## config.mk

```make
export PLATFORM = sky130hd
export DESIGN_NAME = logic_op_pipe
export DESIGN_NICKNAME = d
export VERILOG_FILES = /design/src/rtl/logic_op_pipe.sv
export SDC_FILE = /design/constraint.sdc
export NUM_CORES = 1
export LEC_CHECK = 0
export CORE_MARGIN = 3
export CORE_UTILIZATION = 40
export CTS_CLUSTER_SIZE = 12
export DETAILED_ROUTE_END_ITERATION = 7
export PLACE_DENSITY = 0.7
export SYNTH_ARGS = -nofsm -noshare
export SYNTH_HDL_FRONTEND = slang
export SYNTH_SLANG_ARGS = --single-unit
```

## constraint.sdc

```tcl
create_clock -name clk -period 3 [get_ports clk]
set_input_delay 0.45 -clock clk [delete_from_list [all_inputs] [get_ports clk]]
set_output_delay 0.45 -clock clk [all_outputs]
set_load 0.02 [all_outputs]
```

## src/rtl/logic_op_pipe.sv

```systemverilog
// logic_op_pipe: two-stage valid/ready pipeline computing a bitwise AND/OR/XOR/NAND
// of two operands, with a zero flag and a saturating delivered-result counter.
module logic_op_pipe #(
    parameter int WIDTH = 8,
    parameter int CNT_W = 16
) (
    input  logic             clk,
    input  logic             rst,
    input  logic             in_valid,
    output logic             in_ready,
    input  logic [1:0]       op,
    input  logic [WIDTH-1:0] a,
    input  logic [WIDTH-1:0] b,
    output logic             out_valid,
    input  logic             out_ready,
    output logic [WIDTH-1:0] c,
    output logic             c_zero,
    output logic [CNT_W-1:0] txn_count
);
    logic             s1_valid_q;
    logic [1:0]       s1_op_q;
    logic [WIDTH-1:0] s1_a_q, s1_b_q;
    logic             s2_valid_q;
    logic [WIDTH-1:0] c_q, c_d;
    logic             c_zero_q;
    logic [CNT_W-1:0] cnt_q, cnt_d;
    logic             s1_load, s2_load, out_xfer;

    assign s2_load   = !s2_valid_q || out_ready;
    assign s1_load   = !s1_valid_q || s2_load;
    assign in_ready  = s1_load;
    assign out_valid = s2_valid_q;
    assign c         = c_q;
    assign c_zero    = c_zero_q;
    assign txn_count = cnt_q;
    assign out_xfer  = s2_valid_q && out_ready;

    always_comb begin
        c_d   = s1_op_q == 2'd0 ? (s1_a_q & s1_b_q) :
                s1_op_q == 2'd1 ? (s1_a_q | s1_b_q) :
                s1_op_q == 2'd2 ? (s1_a_q ^ s1_b_q) : ~(s1_a_q & s1_b_q);
        cnt_d = (out_xfer && cnt_q != {CNT_W{1'b1}}) ? cnt_q + 1'b1 : cnt_q;
    end

    always_ff @(posedge clk) begin
        if (rst) begin
            s1_valid_q <= 1'b0;
            s1_op_q    <= 2'd0;
            s1_a_q     <= '0;
            s1_b_q     <= '0;
            s2_valid_q <= 1'b0;
            c_q        <= '0;
            c_zero_q   <= 1'b1;
            cnt_q      <= '0;
        end else begin
            cnt_q <= cnt_d;
            if (s2_load) begin
                s2_valid_q <= s1_valid_q;
                if (s1_valid_q) begin
                    c_q      <= c_d;
                    c_zero_q <= c_d == '0;
                end
            end
            // operands only captured on a real input transfer
            if (s1_load) begin
                s1_valid_q <= in_valid;
                if (in_valid) begin
                    s1_op_q <= op;
                    s1_a_q  <= a;
                    s1_b_q  <= b;
                end
            end
        end
    end
endmodule

```

==> impl_metrics.py <==
metrics = {
    "timing": {
        "slew_headroom": 0.368,
        "hold_ws_ps": 476,
        "skew_ps": 9.21,
        "maxSlewViolCount": 0,
        "worst_pin_slew_ps": 947,
        "rsz0062_at_grt": "no",
        "setup_tns_ps": 0,
        "clock.fmax_ghz": 0.428,
        "layout_min_cycle_time_ps": 2340,
        "setup_viol": 0,
        "hold_violations": 0,
        "period_share": 0.778,
    },
    "yosys": {
        "ys_seq_area_frac": 0.385,
        "yosysMostFrequentCell": "nand2_1",
        "syn_inst": 287,
        "synth_common_cells": "nand2_1, dfxtp_1, nor2_1",
        "yosysTopAreaCellShare": 0.385,
        "netlist_top_cells_area": "dfxtp_1, ha_1, nand2_1, a21oi_1, nor2_1",
        "synthArstFlopShare": 0,
        "synthFlopType": "dfxtp_1",
        "yosys.area.top_type": "dfxtp_1",
        "synth.distinct_cells": 43,
        "syn-num-nets": 326,
        "synth.ff_latch_count": 45,
        "synth.cell_area_sq_um": 2340,
        "ys_warn_count": 0,
        "synth_edf_count": 0,
        "synth_area_per_cell_sq_um": 8.16,
    },
    "layout": {
        "layout-drive-gt1-share": 0.0608,
        "final_area_sq_um": 2970,
        "syn_to_final_growth_pct": 26.8,
        "postLayoutCoreUtil": 0.532,
        "fillers": 547,
        "antennaDiodeCount": 0,
        "fin_nets": 367,
    },
    "power_and_ir_drop": {
        "peakVddDrop_uv": 190,
        "leakagePower_nw": 1.11,
        "p_per_area_nw_per_um2": 430,
    },
    "global_routing": {
        "grt_max_degree": 46,
        "grt.overflow.total": 0,
        "grt_pass1_vias": 1876,
        "track_usage": 0.155,
        "grt_first_pass_wirelength_mm": 8.29,
        "antenna_found_initial": 0,
    },
    "route": {
        "wl_mm": 4.80,
        "via_count": 2011,
        "drtAntennaViolNets": 0,
        "firstDrtPassIters": 4,
        "avgViaCountPerCell": 5.01,
        "drc": 0,
        "drt_iter0_markers": 50,
        "avgRoutedWirePerCell_um": 12.0,
    },
    "worst_setup_path": {
        "worst-path-max-fanout": 4,
        "cp_data_required_time_ps": 2550,
        "critPathArrivalTime_ps": 1890,
        "slowest_stage": "clkdlybuf4s50_1",
        "startpoint_type": "input pin",
        "path_cells": "clkdlybuf4s50_1 -> and2b_1 -> nand2_1 -> clkdlybuf4s50_1",
        "path_class": "in -> out",
        "slowest_delay_ps": 620,
        "crit_path_end_kind": "output pin",
        "crit_top_cell": "clkdlybuf4s50_1",
    },
    "floorplanning": {
        "dieArea_sq_um": 6810,
        "rows": 27,
        "chipWidth_um": 82.5,
        "coreArea_sq_um": 5570,
        "die_h_um": 82.5,
        "pin_count": 49,
        "initial_core_util": 0.420,
    },
    "placement": {
        "io_buffers": 48,
        "place_hpwl_mm": 3.48,
        "place.gp.congestion": 0.794,
        "placed_area_sq_um": 2850,
    },
    "clocking": {
        "clk_pin_slew_ps": 80,
        "cts_tree": "done",
        "cts_resized": 0,
        "worstSkewPairLatency_ps": 290,
        "h-tree-depth": 2,
        "cts_made_buffers": 5,
        "postCtsSetupBuffers": 0,
        "cts_max_path_buffers": 2,
        "cts_hold_repair.buffers": 0,
        "cts_root_buf": "clkbuf_8",
        "cts_sinks": 45,
    },
    "flow_run": {
        "drv_cap": 0,
    },
    "min_path": {
        "min_path_type": "reg -> reg",
    },
    "outcome": {
        "status": "finished, final reports clean",
    },
}
cells in the final DEF (no fill, tap or decap), types with 2 or more instances in the layout:
master and count:
o21ai_0 4, inv_1 23, nand2_1 51, nand3_1 2, and3_1 2, a31oi_1 2, nor2b_1 2, dfxtp_1 45
a21oi_1 26, nor2_1 32, clkdlybuf4s50_1 48, mux2i_1 5, buf_4 2, nand4_1 3, clkbuf_8 6, a311oi_1 3
xor2_1 5, nor4_2 3, o211ai_1 8, a211oi_1 6, ha_1 17, or2_0 2, xnor2_1 6, nor3_1 6
final timing paths:
check                           end  cells after the start  slack [ps]                    start
min reg2reg  s1_b_q[0]$_SDFFE_PP0P_                      2         480   s1_b_q[0]$_SDFFE_PP0P_
max reg2reg     c_zero$_SDFFE_PP1P_                      5         960  s1_op_q[0]$_SDFFE_PP0P_
max                        in_ready                      4         660                out_ready
min          s1_b_q[0]$_SDFFE_PP0P_                      2         480   s1_b_q[0]$_SDFFE_PP0P_
worst max-delay path: cells and delay by family:
kind | cells | cell delay, ps
buf+inv | 2 | 1110
simple gates | 2 | 320
per-stage QoR:
stage,total power [mW],std cells,setup slack [ps]
2_1_floorplan,0.757,287,1380
3_3_place_gp,0.821,393,687
3_5_place_dp,0.827,393,661
4_1_cts,1.30,401,659
5_1_grt,1.34,401,595
6_report,1.28,401,665
report_power, final:
| group | internal (mW) | switching [mW] | leakage (nW) | total [mW] |
|---|---|---|---|---|
| combinational | 0.0830 | 0.0820 | 0.688 | 0.165 |
| clock | 0.272 | 0.195 | 0.0585 | 0.467 |
| sequential | 0.622 | 0.0233 | 0.368 | 0.645 |
| total | 0.976 | 0.301 | 1.11 | 1.28 |
sequential cells by signal, summed over array words and instances (netlist names):
name and cells:
s1_b_q 8, s1_a_q 8, out_valid 1, s1_op_q 2, txn_count 16, c 8
c_zero 1, s1_valid_q 1
final cells by class:
cell class	instances	area, sq um	share of cell area
Timing Repair Buffer	50	495	0.167
Clock buffer	7	86.3	0.0291
Sequential cell	45	901	0.304
Inverter	23	86.3	0.0291
Clock inverter	1	30.0	0.0101
Multi-Input combinational cell	203	1280	0.431
Tap cell	72	90.1	0.0304
per-layer routing:
metal	routed length [um]	vias to the layer above	GRT usage
met5	0	-	0
met4	23	0	0.0343
met3	188	4	0.0347
met2	2330	38	0.277
met1	2260	927	0.189
li1	-	1042	-
cells by family (layout without fill, tap and decap cells):
family                     after synthesis  in the layout  share of synthesized area
AOI/OAI and AO/OA                       56             56                      0.152
xor gates and xnor gates                11             11                     0.0412
adders and majority gates               17             17                     0.0909
buffers and inverters                   39             81                     0.0689
DFF                                     45             45                      0.385
muxes                                    5              5                     0.0214
and+or+nand+nor                        114            114                      0.241
No activity file was read; power rests on OpenSTA's default activity.
==> RTL edit 1 (same settings) <==
`CNT_W`: 16 -> 32.
--- a/src/rtl/logic_op_pipe.sv
+++ b/src/rtl/logic_op_pipe.sv
@@ -4,3 +4,3 @@
     parameter int WIDTH = 8,
-    parameter int CNT_W = 16
+    parameter int CNT_W = 32
 ) (
Ports: changed (resized txn_count); port bits go from 49 to 65. No check against the original RTL was run, so the function may have changed too.
==> RTL edit 1 against the unedited design <==
Total power up 40%; core utilization hardly changed; critical path type unchanged; area after synthesis grew 42%; worst setup slack got worse by 0.074 ns; sequential cell count up 16; critical path depth unchanged; wire length is 64% higher; cell area up 42%.
==> RTL edit 1: results (changes against the unedited design) <==
INFO  metric status = finished clean
INFO  metric timing.critical_path.arrival = 1.96 ns (+0.07 ns)
INFO  metric layout.filler_cells = 749 (+37%)
INFO  metric synth.net_count = 451 (+38%)
INFO  metric n_antenna_cell = 0 (unchanged)
INFO  metric synth.yosys.seq_area_share = 36.7% (-1.8 points)
INFO  metric met1_length = 3.59 mm (+59%)
INFO  metric io_buffers = 64 (+33%)
INFO  metric critical_path.max_fanout = 5 (+1)
INFO  metric final_layout_size_suffix_gt1_share = 7.43% (+1.4 points)
INFO  metric switching_share = 23.8% (+0.27 points)
INFO  metric cts_buffers = 9 (+4)
INFO  metric route.vias.total = 3201 (+59%)
INFO  metric drt_pass1_iterations = 5 (+1)
INFO  metric place_hpwl = 5.78 mm (+66%)
INFO  metric dpl_worst_slack = 0.461 ns (-0.200 ns)
INFO  metric synth.lib_cells_used.distinct = 50 (+16%)
INFO  metric vdd_drop_max = 0.000183 V (-3.9%)
INFO  metric groute.usage.overall = 17.1% (+1.6 points)
INFO  metric drt_iter0_drc = 114 (+130%)
INFO  metric max_ffs_per_register = 32 (+16)
INFO  metric wl_met3 = 359 µm (+91%)
INFO  metric first_global_vias = 2940 (+57%)
INFO  metric routed-wl-met2 = 3.76 mm (+61%)
INFO  metric tightest_slew = 0.976 ns (+0.0288 ns)
INFO  metric gp_congestion = 0.862 (+8.6%)
INFO  metric fin_nets = 507 (+38%)
INFO  metric critical_path.max_stage_delay = 0.57 ns (-0.05 ns)
INFO  metric fin_skew = 0.00907 ns (-0.000144 ns)
INFO  metric grt_pass1_wl = 13.6 mm (+64%)
INFO  metric dominant_cell_by_count_in_the_synthesized_netlist = sky130_fd_sc_hd__dfxtp_1
INFO  metric grt_start_max_net_pins = 35 (-24%)
INFO  metric p_leak = 1.45 nW (+30%)
INFO  metric worstSkewPairLatency = 0.33 ns (+0.04 ns)
INFO  metric synth.top_cell.area_share = 36.7% (-1.8 points)
INFO  metric netlist_top_cells_area = sky130_fd_sc_hd__dfxtp_1 37%, sky130_fd_sc_hd__a21oi_1 7.5%, sky130_fd_sc_hd__ha_1 6.4%
INFO  metric synth_common_cells = 61 x sky130_fd_sc_hd__dfxtp_1, 55 x sky130_fd_sc_hd__nand2_1, 50 x sky130_fd_sc_hd__a21oi_1, 36 x sky130_fd_sc_hd__nor2_1, 22 x sky130_fd_sc_hd__inv_1
INFO  metric cts_htree_levels = 3 (+1)
INFO  metric post_drt_wl_per_cell = 13.7 µm (+15%)
-- RTL edit 1: cell count changes after synthesis, sizes merged, moves of 6 or more --
cell	unedited run	this run
clkbuf	7	16
o31ai	0	13
a21oi	27	50
dfxtp	45	61
nand3	3	15
or3	1	8
nand4	4	15
a211oi	7	13
o211ai	8	1
or4	0	13
nor2b	2	8
-- RTL edit 1: layout make-up --
type	count	area [µm²]	area share (%)
Multi-Input combinational cell	305	1900	45.2
Sequential cell	61	1220	29.1
Timing Repair Buffer	69	673	16.0
Clock buffer	13	169	4.02
Tap cell	102	128	3.04
Inverter	22	82.6	1.97
Clock inverter	1	30.0	0.715
-- RTL edit 1: per-layer routing --
layer	global-route usage, %	vias up
li1	-	1585
met1	21.8	1515
met2	28.3	87
met3	2.94	14
met4	7.24	0
met5	0	-
-- RTL edit 1: power groups by stage --
stage / combinational [mW] / sequential [mW] / clock [mW]
6_report: 0.177 / 0.862 / 0.749
5_1_grt: 0.199 / 0.866 / 0.798
3_3_place_gp: 0.172 / 0.879 / 0
4_1_cts: 0.179 / 0.862 / 0.764
3_5_place_dp: 0.178 / 0.880 / 0
2_1_floorplan: 0.104 / 0.878 / 0
-- RTL edit 1: kinds of logic (layout without fill, tap and decap cells) --
group,count (synthesis),after routing,synth area share (%)
xor+xnor,3,3,0.790
simple gates,178,178,28.6
fa+ha+maj,17,17,6.39
mux,9,9,3.35
flops,61,61,36.7
buf+inv,46,105,6.28
compound gates,98,98,17.9
-- RTL edit 1: per-stage QoR --
step | cell area (µm²) | util (%) | std cells
after floorplan | 3330 | - | 412
after global placement | 4000 | 50.7 | 559
after detailed placement | 4000 | 50.7 | 559
after CTS | 4200 | 53.3 | 573
after global routing | 4200 | 53.3 | 573
final | 4200 | 53.3 | 573
-- RTL edit 1: path summary, 6_finish.rpt --
kind	slack [ns]	depth (start not counted)	endpoint	startpoint
worst max-delay path	0.59	4	in_ready	out_ready
worst min-delay path	0.48	2	s1_b_q[0]	s1_b_q[0]
worst max register to register	0.66	6	txn_count[11]	txn_count[19]
worst min register to register	0.48	2	s1_b_q[0]	s1_b_q[0]
-- RTL edit 1: critical path: cells and delay by family --
kind          cells  cell delay (ns)
buf+inv           2             1.03
simple gates      2             0.49
==> RTL edit 2 (same settings) <==
Without the edit above. Reset style: asynchronous (`rst`), changed in one clocked block.
--- a/src/rtl/logic_op_pipe.sv
+++ b/src/rtl/logic_op_pipe.sv
@@ -44,3 +44,3 @@
 
-    always_ff @(posedge clk) begin
+    always_ff @(posedge clk or posedge rst) begin
         if (rst) begin
Function: differs if rst is asserted again (counterexample within 4 cycles, from zero or initial values and one cycle with rst high); with rst held inactive, the same outputs for 10 cycles.
==> RTL edit 2 against the unedited design <==
Worst setup slack improved by 0.15 ns; sequential cell count did not move; largest cell class unchanged; area after synthesis rose by 1.7%; first-iteration DRC count fell by 18%; final cell count fell by 20%; fmax rose by 7.1%; synthesized cell count fell by 32%; die area rose by 1.5%; worst hold slack improved by 0.025 ns; critical path type unchanged; cell area rose by 2.0%; wire length fell by 10%; sequential share of layout area rose by 6.9 points.
Power is not compared: it rests on default switching activity, and its combinational part moved more than twofold at a synthesized area within 25%.
==> RTL edit 2: results (changes against the unedited design) <==
INFO  metric status = finished clean
INFO  metric dpl_worst_slack = 0.809 ns (+0.149 ns)
INFO  metric synth.net_count = 235 (-28%)
INFO  metric synth.lib_cells_used.distinct = 27 (-37%)
INFO  metric fin_skew = 0.00775 ns (-0.00146 ns)
INFO  metric hold_path_startpoint = txn_count[10]
INFO  metric dp.cells = 313 (-20%)
INFO  metric netlist_top_cells_area = sky130_fd_sc_hd__dfrtp_1 46%, sky130_fd_sc_hd__mux2_2 16%, sky130_fd_sc_hd__ha_1 8.9%
INFO  metric fin_nets = 287 (-22%)
INFO  metric timing.critical_path.arrival = 1.73 ns (-0.16 ns)
INFO  metric buffer_area_share = 16.4% (-0.32 points)
INFO  metric vdd_drop_max = 0.000268 V
INFO  metric post_drt_via_cell_ratio = 5.00 (-0.36%)
INFO  metric dominantRegCellSynth = sky130_fd_sc_hd__dfrtp_1
INFO  metric n_multi_input_combinational_cell = 128 (-37%)
INFO  metric post_dp_cell_area = 2940 µm² (+2.9%)
INFO  metric place_hpwl = 3.11 mm (-11%)
INFO  metric layoutNonFillerInstCount = 321 (-20%)
INFO  metric tightest_slew = 0.930 ns (-0.0170 ns)
INFO  metric fin_area = 3030 µm² (+2.0%)
INFO  metric final_layout_size_suffix_gt1_share = 19.7% (+14 points)
INFO  metric xor_and_xnor_area_share_after_synthesis = 5.52% (+1.4 points)
INFO  metric gp_congestion = 0.812 (+2.3%)
INFO  metric first_global_vias = 1609 (-14%)
INFO  metric cts.reportedPaths.clkPinSlew = 0.09 ns
INFO  metric fraction_of_area_in_multi_input_gates = 38.2% (-4.9 points)
INFO  metric cts_root_buf = sky130_fd_sc_hd__clkbuf_8
INFO  metric groute.usage.overall = 13.0% (-2.5 points)
INFO  metric n_all_inverters = 18 (-22%)
INFO  metric grt_pass1_wl = 7.43 mm (-10%)
INFO  metric postSynth.asyncResetShare = 100% (+100 points)
INFO  metric post_synth_fa_ha_maj_area_fraction = 8.94% (-0.15 points)
INFO  metric reg2reg_from = txn_count[0]
INFO  metric synth.mux.area_fraction = 22.8% (+21 points)
INFO  metric dominant_cell_by_count_in_the_synthesized_netlist = sky130_fd_sc_hd__dfrtp_1
INFO  metric worstHoldPathType = reg -> reg
INFO  metric synth.yosys.seq_area_share = 47.4% (+8.9 points)
INFO  metric layout.filler_cells = 499 (-8.8%)
INFO  metric drt_pass1_iterations = 4 (unchanged)
INFO  metric post_drt_wl_per_cell = 13.5 µm (+12%)
INFO  metric compound_cell_area_share_of_the_yosys_netlist = 0.631% (-15 points)
INFO  metric layout.clock.cell_area_share = 3.02% (-0.90 points)
INFO  metric synth_common_cells = 44 x sky130_fd_sc_hd__dfrtp_1, 33 x sky130_fd_sc_hd__mux2_2, 18 x sky130_fd_sc_hd__inv_1, 17 x sky130_fd_sc_hd__ha_1, 16 x sky130_fd_sc_hd__mux2i_1
INFO  metric layout.area.seq = 1130 µm² (+25%)
RTL edit 2: per-layer routing:
metal  vias up  routed length (µm)  GRT usage, %
met5         -                   0             0
met4         0                  49          4.90
met3         7                 253          4.46
met2        40                1970          20.6
met1       774                2050          16.4
li1        783                   -             -
RTL edit 2: report_power, final:
group | total (mW) | leakage, nW | internal, mW | switching, mW
sequential | 0.870 | 0.540 | 0.731 | 0.139
clock | 0.378 | 0.0364 | 0.164 | 0.215
combinational | 0.642 | 0.842 | 0.358 | 0.285
total | 1.89 | 1.42 | 1.25 | 0.638
RTL edit 2: worst paths after layout:
check                      slack [ns]             to  depth (start not counted)
max                              0.82       in_ready                          3
min                              0.50  txn_count[10]                          1
max reg2reg                      1.11   txn_count[1]                          5
min reg2reg                      0.50  txn_count[10]                          1
max in group asynchronous        1.73      s1_a_q[5]                          2
min in group asynchronous        0.68   txn_count[7]                          2
